### src/rtl/cube_hub75_pkg.sv
// Shared types and defaults for the HUB75 scan controller and its output-enable timer.
package cube_hub75_pkg;

   typedef enum logic [2:0] {
      ST_IDLE,
      ST_SHIFT,
      ST_WAIT,
      ST_BLANK,
      ST_LATCH
   } scan_state_t;

   // Channel slots within a framebuffer word {r0,g0,b0,r1,g1,b1}, in units of BPC bits.
   localparam int CH_R0 = 5;
   localparam int CH_G0 = 4;
   localparam int CH_B0 = 3;
   localparam int CH_R1 = 2;
   localparam int CH_G1 = 1;
   localparam int CH_B1 = 0;

   localparam int DEF_COLS     = 32;
   localparam int DEF_ROW_BITS = 3;
   localparam int DEF_BPC      = 4;
   localparam int DEF_OE_UNIT  = 16;

endpackage

### src/rtl/hub75_oe_timer.sv
// Loadable display-window down-counter driving hub75_oe_ and an expiry flag.
// Optional brightness gating is built when CUBE_HUB75_BRIGHTNESS_EN is defined.
module hub75_oe_timer
   import cube_hub75_pkg::*;
#(
   parameter int OE_UNIT = DEF_OE_UNIT,
   parameter int TW      = 8
) (
   input  logic                     osc_clk,
   input  logic                     osc_reset,
   input  logic                     load,
   input  logic [TW-1:0]            load_val,
`ifdef CUBE_HUB75_BRIGHTNESS_EN
   input  logic [$clog2(OE_UNIT):0] brightness,
`endif
   output logic                     hub75_oe_,
   output logic                     expired
);

   logic [TW-1:0] cnt;
   logic [TW-1:0] cnt_nxt;
   logic          win_nxt;
   logic          lit_nxt;

   // NOTE: every always_comb output gets a default first so no path leaves it unassigned (no latch).
   always_comb begin
      cnt_nxt = cnt;
      win_nxt = 1'b0;
      if (load) begin
         cnt_nxt = load_val;
         win_nxt = 1'b1;
      end else if (cnt != '0) begin
         cnt_nxt = cnt - TW'(1);
         win_nxt = 1'b1;
      end
   end

`ifdef CUBE_HUB75_BRIGHTNESS_EN
   localparam int UB = $clog2(OE_UNIT);
   localparam logic [UB:0] UNIT_V = (UB+1)'(OE_UNIT);

   logic [UB:0]   br_q;
   logic [UB:0]   br_sel;
   logic [UB-1:0] k_mod;

   // Windows are whole multiples of OE_UNIT, so the window index mod OE_UNIT is ~count.
   always_comb begin
      br_sel  = load ? brightness : br_q;
      k_mod   = ~cnt_nxt[UB-1:0];
      lit_nxt = (br_sel >= UNIT_V) || ({1'b0, k_mod} < br_sel);
   end
`else
   assign lit_nxt = 1'b1;
`endif

   always_ff @(posedge osc_clk) begin
      if (osc_reset) begin
         cnt       <= '0;
         hub75_oe_ <= 1'b1;
`ifdef CUBE_HUB75_BRIGHTNESS_EN
         br_q      <= '0;
`endif
      end else begin
         cnt       <= cnt_nxt;
         hub75_oe_ <= !(win_nxt && lit_nxt);
`ifdef CUBE_HUB75_BRIGHTNESS_EN
         br_q      <= br_sel;
`endif
      end
   end

   assign expired = (cnt == '0);

endmodule

### src/rtl/hub75_scan_ctrl.sv
// HUB75 scan controller: fetches, shifts and latches BCM planes row by row.
// Define CUBE_HUB75_BRIGHTNESS_EN to add the brightness input that gates the display window.
module hub75_scan_ctrl
   import cube_hub75_pkg::*;
#(
   parameter int COLS     = DEF_COLS,
   parameter int ROW_BITS = DEF_ROW_BITS,
   parameter int BPC      = DEF_BPC,
   parameter int OE_UNIT  = DEF_OE_UNIT
) (
   input  logic                     osc_clk,
   input  logic                     osc_reset,
   input  logic                     enable,
`ifdef CUBE_HUB75_BRIGHTNESS_EN
   input  logic [$clog2(OE_UNIT):0] brightness,
`endif
   output logic                     fb_rd_req,
   output logic [ROW_BITS-1:0]      fb_rd_row,
   output logic [$clog2(COLS)-1:0]  fb_rd_col,
   input  logic [6*BPC-1:0]         fb_rd_data,
   output logic                     hub75_clk,
   output logic                     hub75_lat,
   output logic                     hub75_oe_,
   output logic [ROW_BITS-1:0]      hub75_row,
   output logic                     hub75_r0,
   output logic                     hub75_g0,
   output logic                     hub75_b0,
   output logic                     hub75_r1,
   output logic                     hub75_g1,
   output logic                     hub75_b1,
   output logic                     frame_start
);

   localparam int CW = $clog2(COLS);
   localparam int PW = (BPC > 1) ? $clog2(BPC) : 1;
   localparam int TW = $clog2(OE_UNIT) + BPC;

   scan_state_t         state;
   logic                phase;
   logic [ROW_BITS-1:0] sh_row;
   logic [PW-1:0]       sh_plane;
   logic                load;
   logic [TW-1:0]       load_val;
   logic                expired;
   logic [BPC-1:0]      px_r0, px_g0, px_b0, px_r1, px_g1, px_b1;

   assign px_r0 = fb_rd_data[CH_R0*BPC +: BPC];
   assign px_g0 = fb_rd_data[CH_G0*BPC +: BPC];
   assign px_b0 = fb_rd_data[CH_B0*BPC +: BPC];
   assign px_r1 = fb_rd_data[CH_R1*BPC +: BPC];
   assign px_g1 = fb_rd_data[CH_G1*BPC +: BPC];
   assign px_b1 = fb_rd_data[CH_B1*BPC +: BPC];

   assign fb_rd_row = sh_row;

   // The plane just latched is displayed only if scanning continues; going idle leaves the panel dark.
   assign load     = (state == ST_LATCH) && enable;
   assign load_val = (TW'(OE_UNIT) << sh_plane) - TW'(1);

   hub75_oe_timer #(
      .OE_UNIT (OE_UNIT),
      .TW      (TW)
   ) u_oe_timer (
      .osc_clk    (osc_clk),
      .osc_reset  (osc_reset),
      .load       (load),
      .load_val   (load_val),
`ifdef CUBE_HUB75_BRIGHTNESS_EN
      .brightness (brightness),
`endif
      .hub75_oe_  (hub75_oe_),
      .expired    (expired)
   );

   // NOTE: sequential state uses non-blocking assignments so every register sees pre-edge values.
   always_ff @(posedge osc_clk) begin
      if (osc_reset) begin
         state       <= ST_IDLE;
         phase       <= 1'b0;
         sh_row      <= '0;
         sh_plane    <= '0;
         fb_rd_req   <= 1'b0;
         fb_rd_col   <= '0;
         hub75_clk   <= 1'b0;
         hub75_lat   <= 1'b0;
         hub75_row   <= '0;
         {hub75_r0, hub75_g0, hub75_b0, hub75_r1, hub75_g1, hub75_b1} <= '0;
         frame_start <= 1'b0;
      end else begin
         fb_rd_req   <= 1'b0;
         hub75_lat   <= 1'b0;
         frame_start <= 1'b0;
         case (state)
            ST_IDLE: begin
               if (enable) begin
                  state     <= ST_SHIFT;
                  fb_rd_req <= 1'b1;
                  fb_rd_col <= '0;
                  phase     <= 1'b0;
               end
            end
            ST_SHIFT: begin
               // Phase 0 captures the word requested last cycle; phase 1 raises the panel clock.
               if (!phase) begin
                  hub75_r0  <= px_r0[sh_plane];
                  hub75_g0  <= px_g0[sh_plane];
                  hub75_b0  <= px_b0[sh_plane];
                  hub75_r1  <= px_r1[sh_plane];
                  hub75_g1  <= px_g1[sh_plane];
                  hub75_b1  <= px_b1[sh_plane];
                  hub75_clk <= 1'b0;
                  phase     <= 1'b1;
               end else begin
                  hub75_clk <= 1'b1;
                  phase     <= 1'b0;
                  if (fb_rd_col == CW'(COLS - 1)) begin
                     state <= ST_WAIT;
                  end else begin
                     fb_rd_req <= 1'b1;
                     fb_rd_col <= fb_rd_col + CW'(1);
                  end
               end
            end
            ST_WAIT: begin
               if (expired) state <= ST_BLANK;
            end
            ST_BLANK: begin
               state       <= ST_LATCH;
               hub75_lat   <= 1'b1;
               hub75_row   <= sh_row;
               frame_start <= (sh_row == '0) && (sh_plane == '0);
            end
            ST_LATCH: begin
               if (sh_plane == PW'(BPC - 1)) begin
                  sh_plane <= '0;
                  sh_row   <= sh_row + ROW_BITS'(1);
               end else begin
                  sh_plane <= sh_plane + PW'(1);
               end
               if (enable) begin
                  state     <= ST_SHIFT;
                  fb_rd_req <= 1'b1;
                  fb_rd_col <= '0;
                  phase     <= 1'b0;
               end else begin
                  state <= ST_IDLE;
               end
            end
            default: state <= ST_IDLE;
         endcase
      end
   end

endmodule

### config.mk
export PLATFORM = sky130hd
export DESIGN_NAME = hub75_scan_ctrl
export DESIGN_NICKNAME = d
export VERILOG_FILES = /design/src/rtl/cube_hub75_pkg.sv /design/src/rtl/hub75_oe_timer.sv /design/src/rtl/hub75_scan_ctrl.sv
export SDC_FILE = /design/constraint.sdc
export NUM_CORES = 1
export LEC_CHECK = 0
export CORE_MARGIN = 1
export CORE_UTILIZATION = 51
export DETAILED_ROUTE_END_ITERATION = 10
export PLACE_DENSITY_LB_ADDON = 0.05
export SLEW_MARGIN = 20
export SYNTH_ARGS = -nofsm -noshare
export SYNTH_HDL_FRONTEND = slang
export SYNTH_SLANG_ARGS = --single-unit
### constraint.sdc
create_clock -name osc_clk -period 3.3 [get_ports osc_clk]
set_input_delay 0.66 -clock osc_clk [delete_from_list [all_inputs] [get_ports osc_clk]]
set_output_delay 0.66 -clock osc_clk [all_outputs]
set_load 0.02 [all_outputs]
======== After elaboration in Yosys (flattened, before gate mapping) ========
Index checks and enable logic that the tools add are counted.
operators by class
  add/subtract/negate cells ............... 5
  bitwise gates (word level) .............. 2
  shifts and indexed selects .............. 1
  $lt $le $gt $ge ......................... 1
  multiplexer cells ....................... 36
  reductions and logical operators ........ 17
  equal/unequal tests ..................... 12
operator list
  operator               number
  $mux W1                16
  $mux W8                2
  $mux W5                3
  $pmux W3 S5            1
  $bmux W1 S2            6
  $mux W3                4
  $ne A2 B2 Y1 const B   5
  $pmux W5 S2            1
  $logic_not A8 Y1       1
  $reduce_and A4 Y1      2
  $reduce_bool A8 Y1     1
  $shl A5 B2 Y8 const A  1
  $sub A8 B1 Y8 const B  1
  $sub A8 B2 Y8 const B  1
  $eq A3 B2 Y1 const B   2
  $logic_not A3 Y1       2
  $reduce_and A2 Y1      3
  $add A5 B1 Y5 const B  1
  $eq A5 B5 Y1 const B   1
  $pmux W1 S2            2
  $reduce_bool A2 Y1     2
  $reduce_or A2 Y1       2
  $add A3 B1 Y3 const B  1
  $eq A3 B1 Y1 const B   1
  other kinds (10)       12
storage, ports and cells
  logic and storage cells ................. 92
  flip-flop bits (word level) ............. 36

======== Logic depth before layout (Yosys ltp) ========
  depth in word-level cells ............... 4
  depth in mapped cells ................... 7
  gate-level depth less buffers ........... 7

======== Hierarchy ========
From an unflattened synthesis, not the netlist that was laid out.
second synthesis, totals
  cells, all modules ...................... 201
  area, all modules ....................... 1934.4 um^2
by module, submodules not included
  module           cells each  area each (um^2)  instances
  hub75_scan_ctrl  141         1443.9            1
  hub75_oe_timer   60          490.5             1

======== Worst setup path after synthesis ========
No wires, ideal clock.
  path kind ............................... register to register
  start ................................... reg fb_rd_col[0]
  end ..................................... reg fb_rd_req
  stages on the path, launching flop included .. 8
  buffers on the path ..................... 0
  arrival time ............................ 1.803 ns
  slack ................................... 1.394 ns
  required time ........................... 3.197 ns
  clock period less this slack ............ 1.906 ns
  cell sequence ........................... dfxtp_1 -> ha_1 -> and3_1 -> ha_1 -> nand4bb_1 -> a21oi_2 -> inv_2 -> a2111oi_2
between the ends
  word-level cells in the longest chain between the ends .. 4
RTL lines
  item                      RTL line                text
  start: declaration        hub75_scan_ctrl.sv:19   output logic [$clog2(COLS)-1:0] fb_rd_col,
  start signal: assignment  hub75_scan_ctrl.sv:120  fb_rd_col <= fb_rd_col + CW'(1);
  $eq A5 B5 Y1              hub75_scan_ctrl.sv:116  if (fb_rd_col == CW'(COLS - 1)) begin
  $mux W1                   hub75_scan_ctrl.sv:116
  $mux W1                   hub75_scan_ctrl.sv:104  if (!phase) begin
  $pmux W1 S2               hub75_scan_ctrl.sv:93   case (state)
  end signal: assignment    hub75_scan_ctrl.sv:90   fb_rd_req <= 1'b0;
  end signal: assignment    hub75_scan_ctrl.sv:97   fb_rd_req <= 1'b1;
  end signal: assignment    hub75_scan_ctrl.sv:119  fb_rd_req <= 1'b1;
  end: declaration          hub75_scan_ctrl.sv:17   output logic fb_rd_req,
Every way passes these cells.
A chain may end at the register's enable or synchronous reset.

======== Final worst setup path ========
  start ................................... reg fb_rd_col[0]
  end ..................................... out fb_rd_col[0]
No word-level cell between the ends.

==> Implementation_results.wiki <==
{| class="wikitable"
! Metric !! Value
|-
| Number of buffers added by the clock tree synthesis step || 5
|-
| Data required time at the worst endpoint || 2.64 ns
|-
| Largest voltage drop on the vdd net || 0.267 mV
|-
| Weighted congestion at the end of routability-driven global placement || 0.742
|-
| Clock latency on the worst-skew pair || 0.34 ns
|-
| Number of buffers inserted for hold repair after clock tree synthesis || 0
|-
| Buffers added on ports || 48
|-
| Antenna violations before repair || 0
|-
| Library cell with the highest instance count after synthesis || dfxtp_1
|-
| Ys Warns || 0
|-
| Clock tree from TritonCTS || yes
|-
| Setup Fix Bufs, Post-CTS || 0
|-
| H-tree Lvls || 2
|-
| Remaining global-route overflow || 0
|-
| DRC || 0
|-
| Die extent in x || 60.9 microns
|-
| Gate family responsible for the most delay along the worst path || buffers and inverters
|-
| Max Root-Sink Buffers || 2
|-
| Initial DRC count || 64
|-
| Wire length of the first global-routing pass || 5.97 mm
|-
| Overall die height || 60.9 microns
|-
| Largest fanout on the critical path || 4
|-
| Ports placed on the boundary || 49
|-
| Ys flop type || dfxtp_1
|-
| Antenna diode count || 0
|-
| # nets final || 266
|-
| EDFF count, synth || 0
|-
| Resized Gates After CTS || 0
|-
| Post-synth design cell area || 1770 sq um
|-
| Final setup fails || 0
|-
| Worst hold path depth || 2
|-
| Number of instances in the synthesized netlist || 183
|-
| Total Negative Setup Slacks || 0 ns
|-
| Remaining antenna violation count after routing || 0
|-
| Power density relative to cell area || 518 nW/um^2
|-
| Netlist cell types || 43
|-
| Sequential fraction of the synthesis area || 0.407
|-
| Startpoint kind of the worst setup timing path || flop
|-
| Top area cells in the synthesized netlist || dfxtp_1 (41%), mux4_2 (7.6%), ha_1 (6.4%)
|-
| Worst max-slew margin expressed relative to the limit || 0.576
|-
| Leakage || 0.882 nW
|-
| Setup clock skew after layout || 0.00787 ns
|-
| Routed wire length || 3.63 mm
|-
| Non-filler cells, final || 277
|-
| Detailed-route wire length per cell || 13.1 microns
|-
| Synthesized area divided by synthesized cell count || 9.67 sq um
|-
| GR Util All Layers || 0.222
|-
| Vias per cell || 5.30
|-
| Area Overhead vs Synth || 34.1%
|-
| RSZ-0062 raised after global routing || false
|-
| Kind of end point of the critical path || output pin
|-
| Worst hold path type || flop to flop
|-
| Placement row count || 21
|-
| Levels on crit path || 1
|-
| Delay of the slowest cell on the worst path || 0.63 ns
|-
| Period minus WS final || 2.04 ns
|-
| Fin util || 0.711
|-
| Cell accounting for the most synthesized area || dfxtp_1
|-
| Clock tree root driver cell || clkbuf_4
|-
| Worst EP arrival || 1.38 ns
|-
| Critical path class || flop to output pin
|-
| Placed wire-length estimate || 2.73 mm
|-
| Standard cell with the maximum stage delay on the critical path || clkdlybuf4s50_1
|-
| Total Power || 1.23 mW
|-
| Largest net degree at the start of global routing || 20
|-
| Area of the placeable core || 3340 sq um
|-
| Register clock-pin slew on the reported worst setup and hold paths || 0.11 ns
|-
| Number of storage elements in the synthesis netlist || 36
|-
| Initial Utilization || 0.531
|-
| Max-slew violation count || 0
|-
| 1st-pass router iterations || 4
|-
| Buffer and inverter count on the worst path || 1
|-
| Number of placed cells counting well taps || 269
|-
| Commonest cells post-synth || dfxtp_1 (36), nor2_1 (23), nand2_1 (13), inv_1 (10)
|-
| Post-route fraction of the period consumed by the critical path || 0.618
|-
| Full die area || 3710 sq um
|-
| Worst path cell trace || clkdlybuf4s50_1
|-
| Peak Freq || 490 MHz
|-
| Syn nets || 219
|-
| Final hold vios || 0
|-
| Share of synthesized registers carrying an async set or reset || 0
|-
| Detailed-route via count || 1468
|-
| Fraction of layout instances using a drive strength above 1 || 0.104
|-
| Number of sinks on the clock net || 36
|-
| Number of maximum-capacitance constraint violations || 0
|-
| Pin slew with the least headroom to its limit || 0.636 ns
|-
| Via count of the first global-routing pass || 1418
|-
| Outcome || completed
|-
| Share of Yosys cell area claimed by the top area cell type || 0.407
|-
| FF-to-FF path depth || 7
|}
-- metal layers --
metal,GRT usage,part of all wire,up-vias
met1,0.245,0.42,694
li1,-,-,731
met2,0.405,0.52,38
met4,0.0779,0.013,0
met3,0.0618,0.047,5
met5,0,0,-
-- sequential cells by signal, summed over array words and instances, names as in the netlist, 2 cells and up --
signal          cells
hub75_row           3
fb_rd_col           5
u_oe_timer.cnt      8
state               3
sh_plane            2
fb_rd_row           3
-- power breakdown --
group	switching (mW)	total [mW]	internal, mW
sequential	0.0408	0.523	0.482
combinational	0.167	0.358	0.190
clock	0.147	0.349	0.201
-- layout by cell type (no fill, tap or decap), drive strengths merged, types with 2 or more instances in the layout --
| cell | instances |
|---|---|
| mux4 | 6 |
| ha | 9 |
| dfxtp | 36 |
| nand2 | 14 |
| nor3b | 3 |
| nor3 | 3 |
| mux2i | 9 |
| a211oi | 3 |
| nor4 | 2 |
| nand4bb | 2 |
| a21oi | 10 |
| clkdlybuf4s50 | 48 |
| nand2b | 4 |
| o21ai | 3 |
| clkbuf | 7 |
| inv | 11 |
| nand3 | 6 |
| or3 | 3 |
| nor2 | 23 |
| xor2 | 4 |
| a31oi | 3 |
| xnor2 | 7 |
-- layout make-up --
| cell class | instances | area, sq um |
|---|---|---|
| inverter | 11 | 41.3 |
| tap | 46 | 57.6 |
| sequential | 36 | 721 |
| fill | 282 | 963 |
| timing repair buffer | 49 | 488 |
| multi-input combinational | 127 | 971 |
| clock inverter | 1 | 30.0 |
| clock buffer | 7 | 65.1 |
-- worst paths after layout --
path | to | from | slack [ns]
setup / recovery | fb_rd_col[0] | fb_rd_col[0] | 1.26
hold / removal | hub75_row[2] | hub75_row[2] | 0.47
setup reg to reg | fb_rd_col[4] | fb_rd_col[0] | 1.28
hold reg to reg | hub75_row[2] | hub75_row[2] | 0.47
-- kinds of logic after synthesis --
| family | synth area share |
|---|---|
| simple gates | 0.199 |
| xor+xnor | 0.0544 |
| buf+inv | 0.0445 |
| compound gates | 0.0982 |
| mux | 0.134 |
| flops | 0.407 |
| fa+ha+maj | 0.0636 |
-- metrics by stage --
stage	worst slack, ns	cell area (sq um)	hold slack [ns]
2_1_floorplan	1.39	1770	0.507
3_3_place_gp	1.19	2280	0.447
3_5_place_dp	1.13	2280	0.455
4_1_cts	1.25	2370	0.470
5_1_grt	1.13	2370	0.493
6_report	1.26	2370	0.467
Power figures use the tool's default switching activity.
